--- config.mk ---
export PLATFORM = sky130hd
export DESIGN_NAME = mem_access_ctrl
export DESIGN_NICKNAME = d
export VERILOG_FILES = /design/src/rtl/mem_access_ctrl.sv
export SDC_FILE = /design/constraint.sdc
export NUM_CORES = 1
export LEC_CHECK = 0
export ABC_CLOCK_PERIOD_IN_PS = 2900
export BUFFER_PORTS_ARGS = -buffer_cell sky130_fd_sc_hd__buf_2
export CELL_PAD_IN_SITES_DETAIL_PLACEMENT = 1
export CELL_PAD_IN_SITES_GLOBAL_PLACEMENT = 1
export CORE_MARGIN = 5
export CORE_UTILIZATION = 33
export DETAILED_ROUTE_END_ITERATION = 8
export MAX_ROUTING_LAYER = met4
export PLACE_DENSITY = 0.76
export SYNTH_ARGS = -nofsm -noshare
export SYNTH_HDL_FRONTEND = slang
export SYNTH_SLANG_ARGS = --single-unit
export TNS_END_PERCENT = 50
--- constraint.sdc ---
create_clock -name clk -period 2.9 [get_ports clk]
set_clock_uncertainty 0.2 [all_clocks]
set_input_delay 0.145 -clock clk [delete_from_list [all_inputs] [get_ports clk]]
set_output_delay 0.145 -clock clk [all_outputs]
set_load 0.005 [all_outputs]
--- src/rtl/mem_access_ctrl.sv ---
`default_nettype none
// ============================================================================
//  Module   : mem_access_ctrl
//  Brief    : MEM-stage data-memory access controller. Issues req/ack memory
//             transactions, formats store lanes/byte enables, extends load
//             data for MEM/WB and stalls the pipeline while an access is
//             outstanding.
//  Options  : MEM_TIMEOUT_EN - abort a BUSY access after TIMEOUT_CYCLES
//             cycles without ack and pulse bus_err.
//  Revision : 1.0 - initial release
// ============================================================================
module mem_access_ctrl #(
  parameter int TIMEOUT_CYCLES = 255,
  parameter int CNT_W          = 8
) (
  input  logic        clk,
  input  logic        rst,
  input  logic        mem_read_MEM,
  input  logic        mem_write_MEM,
  input  logic [2:0]  funct3_MEM,
  input  logic [31:0] addr_MEM,
  input  logic [31:0] reg2_MEM,
  input  logic        flushM,
  output logic        dmem_req,
  output logic        dmem_we,
  output logic [31:0] dmem_addr,
  output logic [3:0]  dmem_be,
  output logic [31:0] dmem_wdata,
  input  logic        dmem_ack,
  input  logic [31:0] dmem_rdata,
  output logic [31:0] load_data,
  output logic        stall_mem,
  output logic        access_err,
  output logic        bus_err
);

  typedef enum logic [1:0] {
    ST_IDLE = 2'd0,
    ST_BUSY = 2'd1,
    ST_DONE = 2'd2
  } state_t;

  state_t      r_state;
  logic        r_req;
  logic        r_we;
  logic [31:0] r_addr;
  logic [3:0]  r_be;
  logic [31:0] r_wdata;
  logic [2:0]  r_f3;
  logic [1:0]  r_off;
  logic [31:0] r_load_q;
  logic        r_access_err;

  logic        w_acc_req;
  logic        w_legal;
  logic        w_aligned;
  logic        w_acc_v;
  logic        w_acc_err;
  logic [3:0]  w_be;
  logic [31:0] w_wdata;
  logic [31:0] w_ext;

`ifdef MEM_TIMEOUT_EN
  localparam logic [CNT_W-1:0] c_tmo_last = CNT_W'(TIMEOUT_CYCLES - 1);
  logic [CNT_W-1:0] r_cnt;
  logic             r_bus_err;
`else
  // Timeout parameters only matter when the timeout option is built in.
  logic unused_tmo_cfg;
  assign unused_tmo_cfg = (TIMEOUT_CYCLES > 0) ^ (CNT_W > 0);
`endif

  assign w_acc_req = (mem_read_MEM | mem_write_MEM) & ~flushM;
  assign w_acc_v   = w_acc_req & w_legal & w_aligned;
  assign w_acc_err = w_acc_req & ~(w_legal & w_aligned);

  // Legal funct3 encodings: stores have no unsigned variants
  always_comb begin
    w_legal = 1'b0;
    if (mem_write_MEM) begin
      case (funct3_MEM)
        3'b000, 3'b001, 3'b010: w_legal = 1'b1;
        default:                w_legal = 1'b0;
      endcase
    end else begin
      case (funct3_MEM)
        3'b000, 3'b001, 3'b010, 3'b100, 3'b101: w_legal = 1'b1;
        default:                                w_legal = 1'b0;
      endcase
    end
  end

  // Natural alignment by access size (funct3[1:0] encodes the size)
  always_comb begin
    w_aligned = 1'b1;
    case (funct3_MEM[1:0])
      2'b01:   w_aligned = ~addr_MEM[0];
      2'b10:   w_aligned = (addr_MEM[1:0] == 2'b00);
      default: w_aligned = 1'b1;
    endcase
  end

  // Store lane replication and byte enables; loads always fetch the full word
  always_comb begin
    w_be    = 4'b1111;
    w_wdata = reg2_MEM;
    if (mem_write_MEM) begin
      case (funct3_MEM[1:0])
        2'b00: begin
          w_be    = 4'b0001 << addr_MEM[1:0];
          w_wdata = {4{reg2_MEM[7:0]}};
        end
        2'b01: begin
          w_be    = addr_MEM[1] ? 4'b1100 : 4'b0011;
          w_wdata = {2{reg2_MEM[15:0]}};
        end
        default: begin
          w_be    = 4'b1111;
          w_wdata = reg2_MEM;
        end
      endcase
    end
  end

  // Select the addressed byte/half from the returned word and extend it
  always_comb begin
    w_ext = dmem_rdata;
    case (r_f3)
      3'b000:  w_ext = {{24{dmem_rdata[{r_off, 3'b111}]}}, dmem_rdata[{r_off, 3'b000} +: 8]};
      3'b100:  w_ext = {24'h000000, dmem_rdata[{r_off, 3'b000} +: 8]};
      3'b001:  w_ext = r_off[1] ? {{16{dmem_rdata[31]}}, dmem_rdata[31:16]}
                                : {{16{dmem_rdata[15]}}, dmem_rdata[15:0]};
      3'b101:  w_ext = r_off[1] ? {16'h0000, dmem_rdata[31:16]}
                                : {16'h0000, dmem_rdata[15:0]};
      default: w_ext = dmem_rdata;
    endcase
  end

  // Access FSM: IDLE issues, BUSY waits for ack, DONE lets the pipeline advance
  always_ff @(posedge clk or posedge rst) begin
    if (rst) begin
      r_state      <= ST_IDLE;
      r_req        <= 1'b0;
      r_we         <= 1'b0;
      r_addr       <= 32'h0;
      r_be         <= 4'h0;
      r_wdata      <= 32'h0;
      r_f3         <= 3'b000;
      r_off        <= 2'b00;
      r_load_q     <= 32'h0;
      r_access_err <= 1'b0;
`ifdef MEM_TIMEOUT_EN
      r_cnt        <= '0;
      r_bus_err    <= 1'b0;
`endif
    end else begin
      r_access_err <= 1'b0;
`ifdef MEM_TIMEOUT_EN
      r_bus_err    <= 1'b0;
`endif
      case (r_state)
        ST_IDLE: begin
          if (w_acc_v) begin
            r_req   <= 1'b1;
            r_we    <= mem_write_MEM;
            r_addr  <= {addr_MEM[31:2], 2'b00};
            r_be    <= w_be;
            r_wdata <= w_wdata;
            r_f3    <= funct3_MEM;
            r_off   <= addr_MEM[1:0];
`ifdef MEM_TIMEOUT_EN
            r_cnt   <= '0;
`endif
            r_state <= ST_BUSY;
          end else if (w_acc_err) begin
            r_access_err <= 1'b1;
            r_load_q     <= 32'h0;
          end
        end
        ST_BUSY: begin
          if (dmem_ack) begin
            r_req <= 1'b0;
            if (!r_we) begin
              r_load_q <= w_ext;
            end
            r_state <= ST_DONE;
          end
`ifdef MEM_TIMEOUT_EN
          else if (r_cnt == c_tmo_last) begin
            r_req     <= 1'b0;
            r_bus_err <= 1'b1;
            r_load_q  <= 32'h0;
            r_state   <= ST_DONE;
          end else begin
            r_cnt <= r_cnt + CNT_W'(1);
          end
`endif
        end
        ST_DONE: r_state <= ST_IDLE;
        default: r_state <= ST_IDLE;
      endcase
    end
  end

  assign stall_mem  = ((r_state == ST_IDLE) & w_acc_v) | (r_state == ST_BUSY);
  assign dmem_req   = r_req;
  assign dmem_we    = r_we;
  assign dmem_addr  = r_addr;
  assign dmem_be    = r_be;
  assign dmem_wdata = r_wdata;
  assign load_data  = r_load_q;
  assign access_err = r_access_err;
`ifdef MEM_TIMEOUT_EN
  assign bus_err    = r_bus_err;
`else
  assign bus_err    = 1'b0;
`endif

endmodule
`default_nettype wire

==> implementation parameters, run 1 <==
Parameter                              Value

Synth
  Netlist area before placement ... 0.00499 mm²
  Leading cell types by count after synthesis ... dfrtp_1, nand2_1, mux2_1, a21oi_1, o21ai_0
  Syn. warnings ... 0
  Biggest area contributors in the synthesized netlist ... dfrtp_1, mux2_1, a21oi_1
  Area fraction of the dominant cell type after synthesis ... 54.2%
  Avg Synthesized Cell Area ... 11.6 µm²
  Gate Count Post-Synth ... 429
  Ys flop type ... dfrtp_1
  Leading area contributor after synthesis ... dfrtp_1
  Synth unique cells ... 43
  Register area share after synthesis ... 54.2%
  Async S/R FF share, synth ... 100%
  Count leader, synth ... dfrtp_1
  EDFF count, synth ... 0
  Synth Register Bits ... 108

Route
  Iter 0 DRT Violations ... 250
  Detailed-route vias per instance ... 5.03
  Wire length per cell after detailed routing ... 19.7 µm
  Routed via count ... 4591
  First-pass iteration count of the detailed router ... 4
  Detailed-route DRC error count ... 0
  Antenna Nets Post-Route ... 0
  Total wire length ... 18.0 mm

Worst setup path
  Worst setup path startpoint ... funct3_MEM[1]
  Critical-path cell with the highest stage delay ... dlygate4sd3_1
  RR Startpoint ... r_f3[0]$_DFFE_PP0P_
  Reg-to-reg slack, setup ... 0.68 ns
  Required time reported for the critical path endpoint ... 2.56 ns
  Arrival @ worst endpoint ... 2.33 ns
  Endpoint type of the worst setup path ... primary output
  Cell with the most instances on the worst path ... buf_2
  Endpoint of the most critical register-to-register path ... load_data[2]$_DFFE_PP0P_
  Crit path max fanout ... 49
  Worst R2R Path Depth ... 5
  Delay of the slowest cell on the worst path ... 0.54 ns
  Ordered cell list for the critical path ... dlygate4sd3_1, buf_2, inv_1, ha_1, buf_4, or2b_1, o311ai_4, nand3b_4, buf_16, nand2_1, buf_2
  End point of the critical path ... stall_mem
  Setup CP Type ... input pin to primary output
  Crit start category ... input pin

Global route
  Sum of overflow across all layers after global routing ... 0
  Pin count of the biggest net entering global routing ... 109
  Global-route track usage on met3 ... 5.32%
  Combined global-route utilization of all metal layers ... 20.7%
  Wire length of the first global-routing pass ... 28.5 mm
  Vias in the first global route ... 5286
  Global routing usage on met1 ... 23.4%
  Met2 Use GR ... 36.0%
  Antenna violations before repair ... 1
  Most congested layer reported by global routing ... met2

STA
  Highest attainable clock frequency ... 374 MHz
  Transition time at the pin with the least slew margin ... 0.798 ns
  Period Utilization, post-route ... 92.3%
  Total Neg Setup Slack ... 0 ns
  Post-route minimum period ... 2.68 ns
  Smallest setup slack after layout ... 0.223 ns
  Count of endpoints failing hold in the final timing report ... 0
  Setup-violating endpoint count in the final report ... 0
  Max-slew violation count ... 0
  Setup repair after global routing missed its margin ... false
  Worst rel slew slack ... 46.8%

Cells and area
  Core Util, Final ... 49.4%
  Total Nets Final ... 826
  Post-layout instance count excluding filler cells ... 913
  Fraction of layout instances using a drive strength above 1 ... 36.5%
  Area growth from synthesis to layout ... 48.8%

Die
  Initial Util ... 33.2%
  Std-Cell Rows ... 45
  Area of the die ... 0.0177 mm²
  Placeable core region ... 0.0150 mm²
  Number of top-level pins ... 210
  Die X-Extent ... 133 µm
  Die outline height ... 133 µm

Pwr
  Overall power consumption ... 5.19 mW
  Power density over the cells ... 700 mW/mm²
  Static leakage power ... 3.76 nW
  VDD IR max ... 0.000312 V

CTS
  CTS sink count ... 108
  TritonCTS buffer count ... 9
  Max clock buf depth ... 2
  Root buffer cell ... clkbuf_16
  Clk pin slew, worst setup/hold paths ... 0.07 ns
  Clock tree from TritonCTS ... yes
  Insertion delay of the later-clocked pin in the worst-skew pair ... 0.35 ns
  H-tree lvl count ... 3

Placed design
  Placed Cells incl. Taps ... 801
  Post-DP HPWL ... 12.0 mm
  Worst slack after detailed placement ... 0.549 ns
  Weighted congestion reported at the end of routability-driven placement ... 0.837
  Port bufs ... 206

Run
  Number of max-cap violations ... 0

Min path
  Class of the most critical hold timing path ... input pin to register

Outcome
  Status ... finished, final reports clean
[power by group]
part | total (mW) | internal (mW) | switching, mW
clock network | 1.24 | 0.659 | 0.581
registers | 2.28 | 1.97 | 0.307
logic | 1.67 | 0.838 | 0.834
total | 5.19 | 3.47 | 1.72
[area by class of cell]
cell class | instances | area (µm²)
clock inverters | 4 | 31.3
inverters | 14 | 56.3
multi-input cells | 276 | 2050
fillers | 1680 | 7610
repair buffers | 309 | 2080
flip-flops and latches | 108 | 2700
well taps | 188 | 235
diodes | 2 | 5.00
clock buffers | 12 | 267
[worst min-delay path by stage]
stage	start	end	slack, ns	cells past startpoint
final	dmem_rdata[9]	load_data[9]$_DFFE_PP0P_	0.007	4
after detailed placement	addr_MEM[20]	dmem_addr[20]$_DFFE_PP0P_	0.16	2
after global routing	dmem_rdata[6]	load_data[6]$_DFFE_PP0P_	0.02	3
after global placement	rst	dmem_addr[25]$_DFFE_PP0P_	0.16	3
after floorplan	dmem_ack	r_state[0]$_DFFE_PP0P_	0.05	1
after CTS	dmem_rdata[9]	load_data[9]$_DFFE_PP0P_	0.003	4
[metal layers]
metal  part of all wire [%]  wire, µm  vias to the layer above
met2                     52      9260                      165
met5                      0         0                        -
met1                     40      7130                     2294
met4                    2.3       405                        0
met3                    6.4      1150                       25
li1                       -         -                     2107
[placed cells by master (no fill, tap or decap), types with 2 or more instances in the layout]
cell type | synthesis | layout
o22ai_1 | 5 | 5
o21ai_0 | 31 | 30
nor2b_1 | 10 | 10
buf_4 | 4 | 11
clkbuf_16 | 0 | 10
mux2i_1 | 11 | 11
conb_1 | 1 | 3
clkinv_4 | 0 | 2
dfrtp_1 | 108 | 108
o21ai_2 | 1 | 2
and2_1 | 2 | 2
mux2_1 | 41 | 41
o21ai_1 | 12 | 12
ha_1 | 3 | 3
buf_2 | 14 | 206
diode_2 | 0 | 2
a22oi_1 | 8 | 8
nor2_1 | 5 | 5
a21o_1 | 6 | 6
clkbuf_8 | 0 | 3
a21oi_1 | 35 | 35
or2b_1 | 2 | 2
dlygate4sd3_1 | 0 | 89
a221o_1 | 16 | 16
o221ai_1 | 8 | 8
nand2_1 | 42 | 42
a31oi_1 | 3 | 3
mux2_2 | 14 | 14
inv_1 | 14 | 13
nand2b_1 | 4 | 4
[kinds of logic (layout without fill, tap and decap cells)]
kind of cell / after synthesis / in the layout / synth area share [%]
DFF: 108 / 108 / 54.2
buffers and inverters: 47 / 339 / 4.97
adders and majority gates: 3 / 3 / 0.753
and+or+nand+nor: 72 / 72 / 7.53
muxes: 67 / 67 / 15.1
AOI/OAI and AO/OA: 131 / 131 / 17.4
other: 1 / 5 / 0.0752
[per-stage QoR]
step | area, µm² | hold WS (ns)
2_1_floorplan | 5000 | 0.0525
3_3_place_gp | 6160 | 0.155
3_5_place_dp | 6160 | 0.164
4_1_cts | 7350 | 0.00323
5_1_grt | 7420 | 0.0209
6_report | 7420 | 0.00667
[flip-flops by register name, indices dropped and copies added (netlist names)]
name	flops
dmem_req	1
r_off	2
r_state	2
dmem_we	1
dmem_be	4
r_f3	3
dmem_addr	30
dmem_wdata	32
access_err	1
load_data	32
[what timing repair did]
item	4_1_cts	5_1_grt
setup buffers	0	4
hold buffers	89	0
endpoints found under the setup margin	0	1
resized for setup	0	1
endpoints found under the hold margin	197	0
[critical path, delay by kind of cell]
kind / cells / cell delay (ns)
adders and majority gates: 1 / 0.19
AOI/OAI and AO/OA: 1 / 0.10
buffers and inverters: 6 / 1.32
and+or+nand+nor: 3 / 0.55
(Power assumes the default switching activity.)
==> run 2, diff against run 1 <==
- ABC_CLOCK_PERIOD_IN_PS: 2900 -> 2400
- BUFFER_PORTS_ARGS: -buffer_cell sky130_fd_sc_hd__buf_2 -> default
- CORE_UTILIZATION: 33 -> 43
- DONT_BUFFER_PORTS: default -> 1
- PLACE_DENSITY: 0.76 -> 0.74
- clock period: 2.9 -> 2.4 ns (I/O delays scaled with it)
==> run 2 against run 1 <==
The flow now finishes with violations (negative hold slack); hold slack worse by 0.016 ns; wire length down 3.6%; final cell count is 25% lower; first-iteration DRC count grew 5.2%; sequential cell count did not move; clock power up 35%; critical path depth is 3 lower; global-route usage increased by 4.9 points; combinational power down 19%; worst setup slack got worse by 0.12 ns.
==> implementation parameters, run 2 (synthesized netlist as in run 1, its figures left out) <==
Parameter                              Value

Outcome
  Status ... complete, but fails checks (was finished, final reports clean)
  Violations in the final reports ... negative hold slack

STA
  Highest attainable clock frequency ... 436 MHz
  Post-route minimum period ... 2.29 ns
  Max-slew violation count ... 0 (unchanged)
  Transition time at the pin with the least slew margin ... 0.816 ns (was 0.798 ns)
  Total Neg Setup Slack ... 0 ns (unchanged)
  Setup-violating endpoint count in the final report ... 0 (unchanged)
  Setup repair after global routing missed its margin ... false (unchanged)
  Worst rel slew slack ... 45.5% (was 46.8%)
  Smallest setup slack after layout ... 0.107 ns (was 0.223 ns)
  Worst hold slack ... -0.00904 ns (was 0.00667 ns)
  Period Utilization, post-route ... 95.5%
  Count of endpoints failing hold in the final timing report ... 2 (was 0)

Global route
  Combined global-route utilization of all metal layers ... 25.6% (was 20.7%)
  Sum of overflow across all layers after global routing ... 0 (unchanged)
  Vias in the first global route ... 4593 (was 5286)
  Antenna violations before repair ... 3 (was 1)
  Wire length of the first global-routing pass ... 27.0 mm (was 28.5 mm)
  Pin count of the biggest net entering global routing ... 83 (was 109)

CTS
  Clk pin slew, worst setup/hold paths ... 0.08 ns (was 0.07 ns)
  CTS sink count ... 108 (unchanged)
  Max clock buf depth ... 2 (unchanged)
  Clock tree from TritonCTS ... yes (unchanged)
  Insertion delay of the later-clocked pin in the worst-skew pair ... 0.36 ns (was 0.35 ns)
  Post-CTS Setup Bufs ... 0 (unchanged)
  TritonCTS buffer count ... 9 (unchanged)
  H-tree lvl count ... 3 (unchanged)
  Root buffer cell ... clkbuf_16 (unchanged)

Min path
  Class of the most critical hold timing path ... input pin to register (unchanged)
  Depth of the worst hold-timing path ... 3 (was 4)

Die
  Placeable core region ... 0.0114 mm² (was 0.0150 mm²)
  Number of top-level pins ... 210 (unchanged)
  Area of the die ... 0.0138 mm² (was 0.0177 mm²)
  Initial Util ... 43.9% (was 33.2%)
  Std-Cell Rows ... 39 (was 45)
  Die X-Extent ... 118 µm (was 133 µm)
  Die outline height ... 118 µm (was 133 µm)

Pwr
  Static leakage power ... 2.98 nW (was 3.76 nW)
  Power density over the cells ... 908 mW/mm² (was 700 mW/mm²)
  Overall power consumption ... 5.97 mW (was 5.19 mW)
  VDD IR max ... 0.000620 V (was 0.000312 V)

Cells and area
  Fraction of layout instances using a drive strength above 1 ... 11.9% (was 36.5%)
  Final cell area excluding filler cells ... 0.00658 mm² (was 0.00742 mm²)
  Top library cells by usage in the layout, fill and taps aside ... dfrtp_1, dlygate4sd3_1, nand2_1 (was buf_2, dfrtp_1, dlygate4sd3_1)
  Core Util, Final ... 57.9% (was 49.4%)
  Layout fillers ... 1135 (was 1680)
  Post-layout instance count excluding filler cells ... 683 (was 913)
  Most common cell after layout, fill and taps aside ... dfrtp_1 (was buf_2)
  Area growth from synthesis to layout ... 31.9% (was 48.8%)
  Total Nets Final ... 640 (was 826)

Placed design
  Post-place instance area ... 0.00517 mm² (was 0.00616 mm²)
  Worst slack after detailed placement ... 0.378 ns (was 0.549 ns)
  Port bufs ... 0 (was 206)
  Placed Cells incl. Taps ... 559 (was 801)
  Weighted congestion reported at the end of routability-driven placement ... 0.827 (was 0.837)
  Post-DP HPWL ... 10.7 mm (was 12.0 mm)

Worst setup path
  Arrival @ worst endpoint ... 2.31 ns (was 2.33 ns)
  Crit path max fanout ... 11 (was 49)
  Setup CP Type ... input pin to register (was input pin to primary output)
  Reg-to-reg slack, setup ... 0.34 ns (was 0.68 ns)
  Worst R2R Path Depth ... 6 (was 5)
  Required time reported for the critical path endpoint ... 2.42 ns (was 2.56 ns)
  Crit start category ... input pin (unchanged)
  Endpoint type of the worst setup path ... register (was primary output)

Route
  First-pass iteration count of the detailed router ... 4 (unchanged)
  Detailed-route vias per instance ... 5.78 (was 5.03)
  Wire length per cell after detailed routing ... 25.3 µm (was 19.7 µm)
  Routed via count ... 3947 (was 4591)
  Antenna Nets Post-Route ... 0 (unchanged)
  Iter 0 DRT Violations ... 263 (was 250)
  Detailed-route DRC error count ... 0 (unchanged)
  Total wire length ... 17.3 mm (was 18.0 mm)

Run
  Number of max-cap violations ... 0 (unchanged)
run 2: changes by cell type in the layout (fill, tap and decap cells not counted), moves of 2 or more:
cell / previous run / this run
dlygate4sd3_1: 89 / 105
buf_2: 206 / 0
clkbuf_8: 3 / 0
buf_6: 0 / 3
bufinv_16: 0 / 2
inv_8: 0 / 2
buf_12: 1 / 4
run 2: what timing repair did:
action / CTS / global route
hold buffers: 105 / 0
endpoints found under the hold margin: 137 / 0
setup endpoints to repair: 0 / 3
resized for setup: 0 / 5
run 2: worst max-delay path, cell delays in order:
cell and delay (ns):
dlygate4sd3_1 0.54, inv_1 0.10, ha_2 0.35, o21ai_2 0.12, buf_4 0.21, a21oi_1 0.17, dlygate4sd3_1 0.60, o21ai_1 0.09
run 2: final timing paths:
| check | endpoint | from |
|---|---|---|
| max | dmem_wdata[24]$_DFFE_PP0P_ | funct3_MEM[1] |
| min | load_data[14]$_DFFE_PP0P_ | dmem_rdata[14] |
| max reg2reg | load_data[21]$_DFFE_PP0P_ | r_off[1]$_DFFE_PP0P_ |
| min reg2reg | load_data[10]$_DFFE_PP0P_ | load_data[10]$_DFFE_PP0P_ |
| max in group asynchronous | load_data[6]$_DFFE_PP0P_ | rst |
| min in group asynchronous | load_data[18]$_DFFE_PP0P_ | rst |
run 2: cell type report:
type	instances	area, µm²	area share [%]
flip-flops and latches	108	2700	41.1
repair buffers	123	1250	19.0
clock inverters	7	109	1.65
multi-input cells	276	2050	31.2
diodes	3	7.51	0.114
inverters	14	56.3	0.856
clock buffers	9	225	3.42
well taps	143	179	2.72
run 2: routing by layer:
layer | global-route usage [%] | part of all wire, % | vias to the layer above
met4 | 8.17 | 2.0 | 0
met2 | 43.6 | 52 | 214
met3 | 9.71 | 9.7 | 25
met5 | - | 0 | -
li1 | - | - | 1747
met1 | 27.6 | 36 | 1961
run 2: power by group:
group / internal (mW) / switching [mW]
Sequential: 2.39 / 0.565
Clock: 0.936 / 0.729
Combinational: 0.656 / 0.699
==> run 3, diff against run 2 <==
- CORE_MARGIN: 5 -> default
- SETUP_SLACK_MARGIN: default -> 0.15
==> run 3 against run 2 <==
The flow now stops in clock tree synthesis (4_1_cts); area after synthesis unchanged; synthesized cell count unchanged.
==> implementation parameters, run 3 <==
Parameter                              Value

CTS
  Max clock buf depth ... 2 (unchanged)
  Post-cts sizing count ... 0 (unchanged)
  Post-CTS Setup Bufs ... 0 (unchanged)
  Root buffer cell ... clkbuf_16 (unchanged)
  H-tree lvl count ... 3 (unchanged)
  CTS sink count ... 108 (unchanged)
  Number of buffers inserted by hold repair at cts ... 114 (was 105)
  TritonCTS buffer count ... 9 (unchanged)

Placed design
  Post-DP HPWL ... 9.09 mm (was 10.7 mm)
  Placed Cells incl. Taps ... 550 (was 559)
  Port bufs ... 0 (unchanged)
  Post-place instance area ... 0.00511 mm² (was 0.00517 mm²)
  Weighted congestion reported at the end of routability-driven placement ... 0.804 (was 0.827)

Die
  Initial Util ... 45.0% (was 43.9%)
  Die outline height ... 110 µm (was 118 µm)
  Std-Cell Rows ... 38 (was 39)
  Die X-Extent ... 110 µm (was 118 µm)
  Number of top-level pins ... 210 (unchanged)

Outcome
  First error message ... [ERROR RSZ-0060] Max buffer count reached.
  Status ... aborted with a tool error (was complete, but fails checks)
  Terminating stage of the flow ... clock tree synthesis (4_1_cts)

Synth
  Synth unique cells ... 43 (unchanged)
  Ys flop type ... dfrtp_1 (unchanged)
  Async S/R FF share, synth ... 100% (unchanged)
  Synth Area in Simple Gates ... 7.53% (unchanged)
  Share of the synthesized area in compound gates (AO/OA/AOI/OAI) ... 17.4% (unchanged)
  Syn. warnings ... 0 (unchanged)
  Largest family of logic cells by synthesized area ... compound AO/OA/AOI/OAI gates (unchanged)
  EDFF count, synth ... 0 (unchanged)
  Register area share after synthesis ... 54.2% (unchanged)
  Count leader, synth ... dfrtp_1 (unchanged)
  Mux cell area share after synthesis ... 15.1% (unchanged)
  Avg Synthesized Cell Area ... 11.6 µm² (unchanged)
  Gate Count Post-Synth ... 429 (unchanged)
  Adder-cell share of the synthesized area ... 0.753% (unchanged)
  Netlist area before placement ... 0.00499 mm² (unchanged)
  Area fraction of the dominant cell type after synthesis ... 54.2% (unchanged)
  Leading cell types by count after synthesis ... dfrtp_1, nand2_1, mux2_1, a21oi_1, o21ai_0 (unchanged)
  Biggest area contributors in the synthesized netlist ... dfrtp_1, mux2_1, a21oi_1 (unchanged)
  Synth Register Bits ... 108 (unchanged)
  Synth Area in XOR/XNOR ... 0% (unchanged)
  Leading area contributor after synthesis ... dfrtp_1 (unchanged)
## run 3: cell counts after synthesis
Identical to the previous run, type by type.
## run 3: kinds of logic after synthesis
kind of cell               count (synthesis)
DFF                                      108
adders and majority gates                  3
and+or+nand+nor                           72
other                                      1
muxes                                     67
AOI/OAI and AO/OA                        131
buffers and inverters                     47
## run 3: metrics by stage
stage	util [%]	setup WS (ns)	hold WS, ns
2_1_floorplan	-	0.598	0.0275
3_3_place_gp	46.1	0.289	-0.00173
3_5_place_dp	46.1	0.210	0.00316
==> run 4, diff against run 3 <==
- ABC_CLOCK_PERIOD_IN_PS: 2400 -> 3100
- CELL_PAD_IN_SITES_DETAIL_PLACEMENT: 1 -> default
- CELL_PAD_IN_SITES_GLOBAL_PLACEMENT: 1 -> default
- CORE_UTILIZATION: 43 -> 40
- MAX_ROUTING_LAYER: met4 -> default
- PLACE_DENSITY: 0.74 -> default
- PLACE_DENSITY_LB_ADDON: default -> 0.15
- SETUP_SLACK_MARGIN: 0.15 -> default
- clock period: 2.4 -> 3.1 ns (I/O delays scaled with it)
==> run 4 against run 3 <==
The flow now finishes, with violations (negative hold slack).
==> implementation parameters, run 4 (synthesized netlist as in run 1, its figures left out) <==
Parameter                              Value

STA
  Setup repair after global routing missed its margin ... false
  Period Utilization, post-route ... 85.6%
  Max-slew violation count ... 0
  Setup-violating endpoint count in the final report ... 0
  Total Neg Setup Slack ... 0 ns
  Post-route minimum period ... 2.65 ns
  Transition time at the pin with the least slew margin ... 0.808 ns
  Worst rel slew slack ... 46.0%
  Highest attainable clock frequency ... 377 MHz
  Count of endpoints failing hold in the final timing report ... 1
  Worst hold slack ... -0.000368 ns

CTS
  CTS sink count ... 108 (unchanged)
  Insertion delay of the later-clocked pin in the worst-skew pair ... 0.34 ns
  Root buffer cell ... clkbuf_16 (unchanged)
  TritonCTS buffer count ... 9 (unchanged)
  H-tree lvl count ... 3 (unchanged)
  Clk pin slew, worst setup/hold paths ... 0.08 ns
  Max clock buf depth ... 2 (unchanged)
  Clock tree from TritonCTS ... yes

Route
  Detailed-route vias per instance ... 5.39
  Detailed-route DRC error count ... 0
  Total wire length ... 13.8 mm
  Iter 0 DRT Violations ... 181
  First-pass iteration count of the detailed router ... 4
  Antenna Nets Post-Route ... 0
  Wire length per cell after detailed routing ... 19.9 µm
  Routed via count ... 3724

Pwr
  Portion of total power attributed to sequential cells ... 50.7%
  Static leakage power ... 2.90 nW
  Psw ... 1.42 mW
  Part of the power in combinational logic ... 20.7%
  VDD IR max ... 0.000350 V
  Cell internal power dissipation ... 3.04 mW
  Share of power burned in the clock network ... 28.6%
  Switching power as a share of total power ... 31.8%
  Power density over the cells ... 690 mW/mm²

Cells and area
  N_diodes ... 0
  Top library cells by usage in the layout, fill and taps aside ... dfrtp_1, dlygate4sd3_1, nand2_1
  Final cell area excluding filler cells ... 0.00646 mm²
  Most common cell after layout, fill and taps aside ... dfrtp_1
  Total Nets Final ... 626
  Area growth from synthesis to layout ... 29.5%
  Fraction of layout instances using a drive strength above 1 ... 9.75%

Outcome
  Violations in the final reports ... negative hold slack
  Status ... complete, but fails checks (was aborted with a tool error)

Die
  Initial Util ... 41.3% (was 45.0%)
  Std-Cell Rows ... 40 (was 38)
  Die X-Extent ... 114 µm (was 110 µm)
  Die outline height ... 114 µm (was 110 µm)
  Placeable core region ... 0.0121 mm²
  Number of top-level pins ... 210 (unchanged)
  Area of the die ... 0.0129 mm²

Placed design
  Weighted congestion reported at the end of routability-driven placement ... 0.840 (was 0.804)
  Port bufs ... 0 (unchanged)
  Post-place instance area ... 0.00511 mm² (about the same)
  Post-DP HPWL ... 9.14 mm (was 9.09 mm)

Worst setup path
  Endpoint type of the worst setup path ... register
  Required time reported for the critical path endpoint ... 3.16 ns
  Crit start category ... input pin
  Setup CP Type ... input pin to register
  Arrival @ worst endpoint ... 2.72 ns
  Crit path max fanout ... 22

Global route
  Wire length of the first global-routing pass ... 21.7 mm
  Vias in the first global route ... 3953
  Pin count of the biggest net entering global routing ... 78
  Antenna violations before repair ... 0
  Sum of overflow across all layers after global routing ... 0
  Combined global-route utilization of all metal layers ... 22.1%

Min path
  Class of the most critical hold timing path ... input pin to register

Run
  Number of max-cap violations ... 0
-- run 4: power groups by stage --
stage	sequential (mW)	clock (mW)	combinational, mW
after floorplan	2.13	0	0.714
after global placement	2.28	0	0.779
after detailed placement	2.28	0	0.811
after CTS	2.26	1.30	0.923
after global routing	2.32	1.36	1.04
final	2.26	1.28	0.923
-- run 4: worst paths after layout --
check                                             end  depth (start not counted)  slack (ns)                        from
setup / recovery             load_data[7]$_DFFE_PP0P_                          7        0.45               mem_write_MEM
hold / removal               load_data[5]$_DFFE_PP0P_                          3     -0.0004               dmem_rdata[5]
setup reg to reg            load_data[22]$_DFFE_PP0P_                          7        0.57      r_state[0]$_DFFE_PP0P_
hold reg to reg            dmem_wdata[13]$_DFFE_PP0P_                          2        0.31  dmem_wdata[13]$_DFFE_PP0P_
max in group asynchronous        dmem_req$_DFFE_PP0P_                          3        1.68                         rst
min in group asynchronous   dmem_addr[10]$_DFFE_PP0P_                          2        0.20                         rst
-- run 4: cell type report --
cell class / instances / area, µm²
tap: 168 / 210
multi-input combinational: 276 / 2050
inverter: 14 / 56.3
timing repair buffer: 109 / 1110
clock inverter: 7 / 105
fill: 1055 / 5600
sequential: 108 / 2700
clock buffer: 9 / 225
-- run 4: metrics by stage --
step / setup WS (ns) / util [%] / total power [mW] / instances
after floorplan: 1.26 / - / 2.84 / 431
after global placement: 0.834 / 42.3 / 3.06 / 573
after detailed placement: 0.758 / 42.3 / 3.09 / 573
after CTS: 0.371 / 53.5 / 4.49 / 691
after global routing: 0.242 / 53.5 / 4.71 / 691
final: 0.446 / 53.5 / 4.46 / 691
-- run 4: critical path: stages --
cell and delay (ns):
dlygate4sd3_1 0.69, o21ai_1 0.24, dlygate4sd3_1 0.64, a21oi_4 0.05, nor2_4 0.45, buf_4 0.28, mux2i_1 0.20
-- run 4: metal layers --
layer / up-vias / part of all wire, % / GRT usage [%]
li1: 1719 / - / -
met1: 1822 / 39 / 26.5
met2: 167 / 49 / 37.2
met3: 16 / 9.6 / 8.18
met4: 0 / 1.6 / 6.40
met5: - / 0 / 0
-- run 4: repair_timing --
action	in CTS	in global routing
endpoints found under the hold margin	137	0
buffers inserted	0	0
gates resized for setup	0	0
setup endpoints to repair	0	0
hold buffers	102	0
